--- src/rtl/alu_operand_stage.sv ---
`default_nettype none
// ============================================================================
//  Module   : alu_operand_stage
//  Purpose  : ID/EX pipeline register for the execute-stage ALU. Resolves
//             rs/rt through EX/MEM and MEM/WB forwarding, extends the 16-bit
//             immediate by ALU function, detects load-use hazards, stalls
//             decode, and counts stall cycles. Registered outputs sit behind
//             a valid/ready handshake.
//  Revision : 1.0 - initial release
// ============================================================================
module alu_operand_stage #(
  parameter int WIDTH   = 32,
  parameter int REGBITS = 5
) (
  input  logic               clk,
  input  logic               reset,
  input  logic               in_valid,
  output logic               in_ready,
  input  logic [REGBITS-1:0] rs_addr,
  input  logic [REGBITS-1:0] rt_addr,
  input  logic [WIDTH-1:0]   rs_data,
  input  logic [WIDTH-1:0]   rt_data,
  input  logic [15:0]        imm16,
  input  logic               is_imm,
  input  logic [3:0]         af_in,
  input  logic [REGBITS-1:0] dst_in,
  input  logic               exm_wen,
  input  logic [REGBITS-1:0] exm_addr,
  input  logic [WIDTH-1:0]   exm_data,
  input  logic               exm_is_load,
  input  logic               mwb_wen,
  input  logic [REGBITS-1:0] mwb_addr,
  input  logic [WIDTH-1:0]   mwb_data,
  input  logic               flush,
  input  logic               out_ready,
  output logic               out_valid,
  output logic [WIDTH-1:0]   SrcA,
  output logic [WIDTH-1:0]   SrcB,
  output logic [3:0]         af,
  output logic               i,
  output logic [REGBITS-1:0] dst,
  output logic [15:0]        stall_cnt
);

  localparam logic [15:0]        C_CNT_MAX = 16'hFFFF;
  localparam logic [REGBITS-1:0] C_R0      = '0;

  // Pipeline state
  logic               out_valid_q, out_valid_d;
  logic [WIDTH-1:0]   srca_q, srca_d;
  logic [WIDTH-1:0]   srcb_q, srcb_d;
  logic [3:0]         af_q, af_d;
  logic               i_q, i_d;
  logic [REGBITS-1:0] dst_q, dst_d;
  logic [15:0]        stall_cnt_q, stall_cnt_d;

  logic [WIDTH-1:0]   w_rs_val;
  logic [WIDTH-1:0]   w_rt_val;
  logic [WIDTH-1:0]   w_imm_ext;
  logic               w_hazard;
  logic               w_advance;

  // Register 0 reads as zero; the younger EX/MEM result beats MEM/WB.
  function automatic logic [WIDTH-1:0] resolve(
    input logic [REGBITS-1:0] addr,
    input logic [WIDTH-1:0]   rf_val,
    input logic               e_wen,
    input logic [REGBITS-1:0] e_addr,
    input logic [WIDTH-1:0]   e_data,
    input logic               m_wen,
    input logic [REGBITS-1:0] m_addr,
    input logic [WIDTH-1:0]   m_data
  );
    logic [WIDTH-1:0] r;
    if (addr == C_R0)                      r = '0;
    else if (e_wen && (e_addr == addr))    r = e_data;
    else if (m_wen && (m_addr == addr))    r = m_data;
    else                                   r = rf_val;
    return r;
  endfunction

  // Operand forwarding, immediate extension and hazard/handshake decode
  always_comb begin
    w_rs_val = resolve(rs_addr, rs_data, exm_wen, exm_addr, exm_data,
                       mwb_wen, mwb_addr, mwb_data);
    w_rt_val = resolve(rt_addr, rt_data, exm_wen, exm_addr, exm_data,
                       mwb_wen, mwb_addr, mwb_data);
    // Arithmetic forms (af 00xx) sign-extend; logical, lui and 1xxx zero-extend.
    if (af_in[3:2] == 2'b00) w_imm_ext = {{(WIDTH-16){imm16[15]}}, imm16};
    else                     w_imm_ext = {{(WIDTH-16){1'b0}}, imm16};
    // A load in EX/MEM has no data yet, so a dependent read must wait.
    w_hazard  = in_valid && exm_wen && exm_is_load && (exm_addr != C_R0) &&
                ((exm_addr == rs_addr) || (!is_imm && (exm_addr == rt_addr)));
    w_advance = out_ready || !out_valid_q;
    if (reset)      in_ready = 1'b0;
    else if (flush) in_ready = 1'b1;
    else            in_ready = w_advance && !w_hazard;
  end

  // Next-state: flush beats accept, accept beats bubble, else hold
  always_comb begin
    out_valid_d = out_valid_q;
    srca_d      = srca_q;
    srcb_d      = srcb_q;
    af_d        = af_q;
    i_d         = i_q;
    dst_d       = dst_q;
    stall_cnt_d = stall_cnt_q;
    if (flush) begin
      out_valid_d = 1'b0;
    end else if (w_advance && in_valid && !w_hazard) begin
      out_valid_d = 1'b1;
      srca_d      = w_rs_val;
      srcb_d      = is_imm ? w_imm_ext : w_rt_val;
      af_d        = af_in;
      i_d         = is_imm;
      dst_d       = dst_in;
    end else if (w_advance) begin
      out_valid_d = 1'b0;
    end
    if (w_hazard && !flush && (stall_cnt_q != C_CNT_MAX)) begin
      stall_cnt_d = stall_cnt_q + 16'd1;
    end
  end

  // State register with synchronous reset
  always_ff @(posedge clk) begin
    if (reset) begin
      out_valid_q <= 1'b0;
      srca_q      <= '0;
      srcb_q      <= '0;
      af_q        <= '0;
      i_q         <= 1'b0;
      dst_q       <= '0;
      stall_cnt_q <= '0;
    end else begin
      out_valid_q <= out_valid_d;
      srca_q      <= srca_d;
      srcb_q      <= srcb_d;
      af_q        <= af_d;
      i_q         <= i_d;
      dst_q       <= dst_d;
      stall_cnt_q <= stall_cnt_d;
    end
  end

  assign out_valid = out_valid_q;
  assign SrcA      = srca_q;
  assign SrcB      = srcb_q;
  assign af        = af_q;
  assign i         = i_q;
  assign dst       = dst_q;
  assign stall_cnt = stall_cnt_q;

endmodule
`default_nettype wire

--- config.mk ---
export PLATFORM = sky130hd
export DESIGN_NAME = alu_operand_stage
export DESIGN_NICKNAME = d
export VERILOG_FILES = /design/src/rtl/alu_operand_stage.sv
export SDC_FILE = /design/constraint.sdc
export NUM_CORES = 1
export LEC_CHECK = 0
export CAP_MARGIN = 40
export CORE_MARGIN = 2
export CORE_UTILIZATION = 35
export DETAILED_ROUTE_END_ITERATION = 6
export PLACE_DENSITY = 0.73
export SKIP_CTS_REPAIR_TIMING = 1
export SYNTH_ARGS = -nofsm -noshare
export SYNTH_HDL_FRONTEND = slang
export SYNTH_SLANG_ARGS = --single-unit
--- constraint.sdc ---
create_clock -name clk -period 3.1 [get_ports clk]
set_input_delay 0.775 -clock clk [delete_from_list [all_inputs] [get_ports clk]]
set_output_delay 0.775 -clock clk [all_outputs]
set_load 0.02 [all_outputs]
==> results of run 1 <==
[flip-flops by register name (all words and copies together), names as in the netlist]
register and cells:
SrcA 32, SrcB 32, af 4, dst 5, i 1, out_valid 1
stall_cnt 16
[worst reg2reg max path, cell delays in order, from the launching register on]
cell	delay (ns)
dfxtp_1	0.37
ha_1	0.23
and3_1	0.21
and3_1	0.24
a311oi_2	0.35
o21ai_2	0.24
or4_1	0.56
a21oi_1	0.17
[per-layer routing]
metal	up-vias	track usage [%]	share of wire [%]
met5	-	0	0.061
met3	39	4.90	8.2
met1	2820	36.8	44
met2	294	41.2	45
met4	2	8.13	2.7
li1	2958	-	-
[Yosys cell counts (all sizes together)]
master | instances | area, sq um
xnor2 | 3 | 26.3
o2111a | 1 | 11.3
nor3b | 1 | 7.51
nand3 | 9 | 45.0
buf | 24 | 165
o31ai | 6 | 45.0
nor2b | 4 | 25.0
nor2 | 44 | 165
nor3 | 4 | 31.3
o221a | 16 | 180
nor4 | 3 | 18.8
inv | 5 | 18.8
a31o | 23 | 201
and4 | 2 | 17.5
o221ai | 1 | 8.76
and3 | 6 | 37.5
o2111ai | 1 | 8.76
mux2i | 1 | 10.0
a2111o | 1 | 11.3
nand4 | 4 | 25.0
and2 | 2 | 12.5
dfxtp | 91 | 1820
clkbuf | 35 | 131
ha | 1 | 12.5
or3 | 4 | 25.0
mux2 | 2 | 22.5
xor2 | 19 | 166
o311ai | 1 | 8.76
a22o | 32 | 280
or4 | 8 | 60.1
a21oi | 36 | 180
a31oi | 48 | 300
nand2 | 159 | 597
o211ai | 3 | 22.5
o21bai | 1 | 11.3
nand2b | 1 | 6.26
o21ai | 39 | 199
a311oi | 17 | 186
[power groups by stage]
| stage | clock network, mW | logic (mW) | registers (mW) |
|---|---|---|---|
| 6_report | 1.15 | 0.816 | 1.26 |
| 5_1_grt | 1.22 | 0.869 | 1.27 |
| 4_1_cts | 1.17 | 0.812 | 1.26 |
| 3_5_place_dp | 0 | 0.808 | 1.28 |
| 3_3_place_gp | 0 | 0.805 | 1.28 |
| 2_1_floorplan | 0 | 0.245 | 1.35 |
[per-stage QoR]
step                worst slack, ns  std cells
global route                -0.0251       1120
CTS                          -0.586       1119
floorplan                    0.0350        658
detailed placement           -0.582       1103
finish                       0.0545       1120
global placement             -0.562       1103
[kinds of logic (layout without fill, tap and decap cells)]
group                      after synthesis  after routing  share of synthesized area [%]
and+or+nand+nor                        251            251                           21.0
DFF                                     91             91                           35.7
other                                    0              1                              0
AOI/OAI and AO/OA                      226            226                           32.4
muxes                                    3              3                          0.637
adders and majority gates                1              1                          0.245
buffers and inverters                   64            341                           6.18
xor gates and xnor gates                22             22                           3.78
[cell type report]
type                            count  area (sq um)
Fill cell                        1296          5710
Timing Repair Buffer              320          3250
Multi-Input combinational cell    503          3030
Sequential cell                    91          1820
Tap cell                          184           230
Clock buffer                        9           225
Clock inverter                      7          80.1
Inverter                            5          18.8
Antenna cell                        1          2.50
[how the worst max path moves through the flow]
stage	to	slack, ns	cells past startpoint
after global placement	in_ready	-0.56	7
after global routing	in_ready	-0.03	8
after detailed placement	in_ready	-0.58	9
final	in_ready	0.05	8
after CTS	in_ready	-0.59	7
after floorplan	in_ready	0.04	7
==> impl_metrics.env, run 1 <==
export IMPL_pin_count=274
export IMPL_area_growth_pct=69.7
export IMPL_crit_path_end_kind="primary output"
export IMPL_r2r_slack_ns=0.67
export IMPL_whs_path_depth=2
export IMPL_p_comb_share_pct=25.3
export IMPL_yosysWarnings=0
export IMPL_rr_startpoint="stall_cnt[0]"
export IMPL_routabilityCongestion=0.896
export IMPL_drt_total_wl_um=21200
export IMPL_p_leak_nw=3.36
export IMPL_tritoncts="done"
export IMPL_syn_nets=841
export IMPL_min_period_over_period_pct=98.2
export IMPL_placed_area_sq_um=8300
export IMPL_initial_core_util_pct=35.5
export IMPL_final_hold_violation_count=0
export IMPL_portBuffers=273
export IMPL_mostFrequentLayoutCells="262 x clkdlybuf4s50_1, 159 x nand2_1, 91 x dfxtp_1"
export IMPL_tns_ns=0
export IMPL_layout_commonest_cell="clkdlybuf4s50_1"
export IMPL_slowest_stage="clkdlybuf4s50_1"
export IMPL_reg2reg_to="stall_cnt[15]"
export IMPL_drv_cap=0
export IMPL_syn_inst=658
export IMPL_critPathRequiredTime_ns=2.32
export IMPL_whs_endpoint="af[2]"
export IMPL_outcome="completed"
export IMPL_grt_max_degree=65
export IMPL_coreArea_sq_um=14400
export IMPL_grt_util_all_layers_pct=26.3
export IMPL_cts_made_buffers=9
export IMPL_swShare_pct=28.0
export IMPL_rows=44
export IMPL_fin_util_pct=60.3
export IMPL_final_min_clock_period_ns=3.05
export IMPL_drv_slew=0
export IMPL_ant_nets=0
export IMPL_dpl_hpwl_um=15800
export IMPL_grt_antenna_before_repair=2
export IMPL_switching_power_uw=903
export IMPL_clockPowerShare_pct=35.6
export IMPL_worstPathMaxFanout=2
export IMPL_vdd_drop_max_v=0.000192
export IMPL_drt_initial_drc_count=558
export IMPL_die_area_sq_um=15600
export IMPL_crit_arrival_ns=2.27
export IMPL_fp_dieH_um=125
export IMPL_syn_area_per_cell_sq_um=7.76
export IMPL_holdWs_ns=0.464
export IMPL_netlist_area_sq_um=5100
export IMPL_synth_seq_cells=91
export IMPL_wl_per_cell_um=18.9
export IMPL_ff2ff_path_depth=7
export IMPL_synth_seq_area_share_pct=35.7
export IMPL_crit_start="rs_addr[2]"
export IMPL_via_per_inst=5.46
export IMPL_cp_top_family="buffers and inverters"
export IMPL_yosysUniqueCellTypes=46
export IMPL_grt_pass1_vias=5829
export IMPL_nNetsFinal=1113
export IMPL_worst_pin_slew_ns=0.537
export IMPL_seqPwrFrac_pct=39.1
export IMPL_gr_total_overflow=0
export IMPL_setup_viol=0
export IMPL_skew_ns=0.00710
export IMPL_cts_htree_levels=3
export IMPL_cp_start_kind="input pin"
export IMPL_num_vias=6113
export IMPL_crit_buf_inv=2
export IMPL_drive_above_1_share_pct=12.3
export IMPL_crit_chain="clkdlybuf4s50_1 > xor2_1 > nor3_2 > and2_4 > o21bai_4 > a21oi_2 > nor2_2 > buf_6"
export IMPL_max_stage_delay_ns=0.45
export IMPL_clk_latency_ns=0.34
export IMPL_power_internal_mw=2.32
export IMPL_p_per_area_nw_per_um2=372
export IMPL_cts_sinks=91
export IMPL_cts_root_buf="clkbuf_16"
export IMPL_hp_class="register to register"
export IMPL_crit_type="input pin to primary output"
export IMPL_drc_errors=0
export IMPL_clk_pin_slew_ns=0.07
export IMPL_min_from="af[2]"
export IMPL_drt_first_pass_iters=5
export IMPL_final_area_sq_um=8660
export IMPL_die_width_um=125
export IMPL_max_freq_mhz=328
export IMPL_grt_pass1_wl_um=32800
export IMPL_total_power_mw=3.22
export IMPL_cts_buffer_depth=2
export IMPL_max_slew_margin_pct=64.2
(Power assumes the default switching activity.)
==> inputs of run 2 (changes only) <==
--- a/config.mk
+++ b/config.mk
@@ -7,9 +7,9 @@
 export LEC_CHECK = 0
 export CAP_MARGIN = 40
 export CORE_MARGIN = 2
-export CORE_UTILIZATION = 35
+export CORE_UTILIZATION = 40
 export DETAILED_ROUTE_END_ITERATION = 6
-export PLACE_DENSITY = 0.73
+export PLACE_DENSITY = 0.82
 export SKIP_CTS_REPAIR_TIMING = 1
 export SYNTH_ARGS = -nofsm -noshare
 export SYNTH_HDL_FRONTEND = slang
==> impl_metrics.env, run 2 (synthesis results as in run 1) <==
export IMPL_outcome="completed"
export IMPL_reg2reg_to="stall_cnt[11]"
export IMPL_final_min_clock_period_ns=3.09
export IMPL_grt_util_all_layers_pct=29.7
export IMPL_clockPowerShare_pct=34.6
export IMPL_grt_max_degree=65
export IMPL_rr_startpoint="stall_cnt[0]"
export IMPL_final_area_sq_um=8690
export IMPL_num_vias=6172
export IMPL_dpl_worst_slack_ns=-0.617
export IMPL_initial_core_util_pct=40.8
export IMPL_ant_nets=0
export IMPL_total_power_mw=3.19
export IMPL_min_period_over_period_pct=99.5
export IMPL_placed_area_sq_um=8310
export IMPL_tritoncts="done"
export IMPL_dpl_hpwl_um=15600
export IMPL_seq_area_sq_um=1820
export IMPL_slowest_stage="a2111o_1"
export IMPL_whs_endpoint="i"
export IMPL_skew_ns=0.00904
export IMPL_area_growth_pct=70.2
export IMPL_min_from="i"
export IMPL_place_inst=1093
export IMPL_hp_class="register to register"
export IMPL_r2r_slack_ns=0.69
export IMPL_max_stage_delay_ns=0.45
export IMPL_setup_viol=0
export IMPL_max_slew_margin_pct=60.2
export IMPL_portBuffers=273
export IMPL_drt_first_pass_iters=5
export IMPL_drv_slew=0
export IMPL_clk_latency_ns=0.35
export IMPL_fin_cells=1113
export IMPL_drt_total_wl_um=20700
export IMPL_cts_made_buffers=9
export IMPL_rows=41
export IMPL_crit_chain="clkbuf_2 > buf_4 > xor2_1 > a2111o_1 > nor3_4 > o21bai_4 > a21oi_2 > nor2_2 > buf_6"
export IMPL_holdWs_ns=0.460
export IMPL_vdd_drop_max_v=0.000256
export IMPL_crit_type="input pin to primary output"
export IMPL_multiInputGateArea_sq_um=3050
export IMPL_cts_htree_levels=3
export IMPL_nNetsFinal=1119
export IMPL_grt_pass1_vias=5844
export IMPL_cts_buffer_depth=2
export IMPL_pin_count=274
export IMPL_fillers=1032
export IMPL_drv_cap=0
export IMPL_p_comb_share_pct=25.9
export IMPL_p_per_area_nw_per_um2=367
export IMPL_diodes=0
export IMPL_grt_pass1_wl_um=31200
export IMPL_switching_power_uw=916
export IMPL_cts_sinks=91
export IMPL_routabilityCongestion=0.952
export IMPL_layout_commonest_cell="clkdlybuf4s50_1"
export IMPL_cts_root_buf="clkbuf_16"
export IMPL_max_freq_mhz=324
export IMPL_die_width_um=117
export IMPL_seqPwrFrac_pct=39.5
export IMPL_p_leak_nw=3.37
export IMPL_die_area_sq_um=13700
export IMPL_worst_pin_slew_ns=0.597
export IMPL_postLayoutSetupSlackWorst_ns=0.0141
export IMPL_drc_errors=0
export IMPL_crit_path_end_kind="primary output"
export IMPL_final_hold_violation_count=0
export IMPL_clk_pin_slew_ns=0.07
export IMPL_wl_per_cell_um=18.6
export IMPL_power_internal_mw=2.27
export IMPL_coreArea_sq_um=12500
export IMPL_mostFrequentLayoutCells="263 x clkdlybuf4s50_1, 159 x nand2_1, 91 x dfxtp_1"
export IMPL_grt_antenna_before_repair=1
export IMPL_whs_path_depth=2
export IMPL_crit_arrival_ns=2.31
export IMPL_critPathRequiredTime_ns=2.32
export IMPL_cp_start_kind="input pin"
export IMPL_ff2ff_path_depth=7
export IMPL_worstPathMaxFanout=3
export IMPL_via_per_inst=5.55
export IMPL_swShare_pct=28.7
export IMPL_gr_total_overflow=0
export IMPL_drive_above_1_share_pct=12.9
export IMPL_drt_initial_drc_count=605
export IMPL_fp_dieH_um=117
## run 2: per-stage QoR
step / TNS (ns) / utilization [%]
3_3_place_gp: -10.54 / 66.4
4_1_cts: -0.629 / 68.8
3_5_place_dp: -14.36 / 66.4
2_1_floorplan: 0 / -
6_report: 0 / 69.4
5_1_grt: -0.0288 / 69.4
## run 2: final cells by class
type / instances / share of cell area (%)
clock buffers: 10 / 2.75
clock inverters: 6 / 0.648
inverters: 5 / 0.216
multi-input cells: 503 / 35.1
flip-flops and latches: 91 / 21.0
well taps: 172 / 2.48
repair buffers: 326 / 37.8
## run 2: routing by layer
layer / vias to the layer above / part of all wire, % / global-route usage [%]
li1: 2965 / - / -
met1: 2892 / 41 / 38.8
met2: 283 / 48 / 48.2
met3: 30 / 9.1 / 7.11
met4: 2 / 2.0 / 10.4
met5: - / 0.077 / 0
## run 2: critical path, delay by kind of cell
| family | cells | cell delay [ns] |
|---|---|---|
| buffers and inverters | 3 | 0.35 |
| XOR/XNOR | 1 | 0.15 |
| AO/OA/AOI/OAI | 3 | 0.71 |
| AND/OR/NAND/NOR | 2 | 0.31 |
## run 2: power by group through the flow
stage | Clock, mW | Combinational (mW) | Sequential (mW)
6_report | 1.10 | 0.825 | 1.26
5_1_grt | 1.15 | 0.879 | 1.27
4_1_cts | 1.12 | 0.814 | 1.26
3_5_place_dp | 0 | 0.809 | 1.28
3_3_place_gp | 0 | 0.802 | 1.28
2_1_floorplan | 0 | 0.245 | 1.35
## run 2: worst max path at each step
stage                      from       end  cells after the start
floorplan           exm_addr[1]  in_ready                      7
global placement     rt_addr[0]  in_ready                      8
detailed placement   rt_addr[0]  in_ready                      8
CTS                  rt_addr[0]  in_ready                      8
global route        exm_addr[1]  in_ready                      9
finish              exm_addr[1]  in_ready                      9
==> inputs of run 3 (changes only) <==
--- a/config.mk
+++ b/config.mk
@@ -5,6 +5,7 @@
 export SDC_FILE = /design/constraint.sdc
 export NUM_CORES = 1
 export LEC_CHECK = 0
+export ABC_CLOCK_PERIOD_IN_PS = 3100
 export CAP_MARGIN = 40
 export CORE_MARGIN = 2
 export CORE_UTILIZATION = 40
==> results of run 3 <==
Final layout, timing and power as in run 2 (identical DEF).
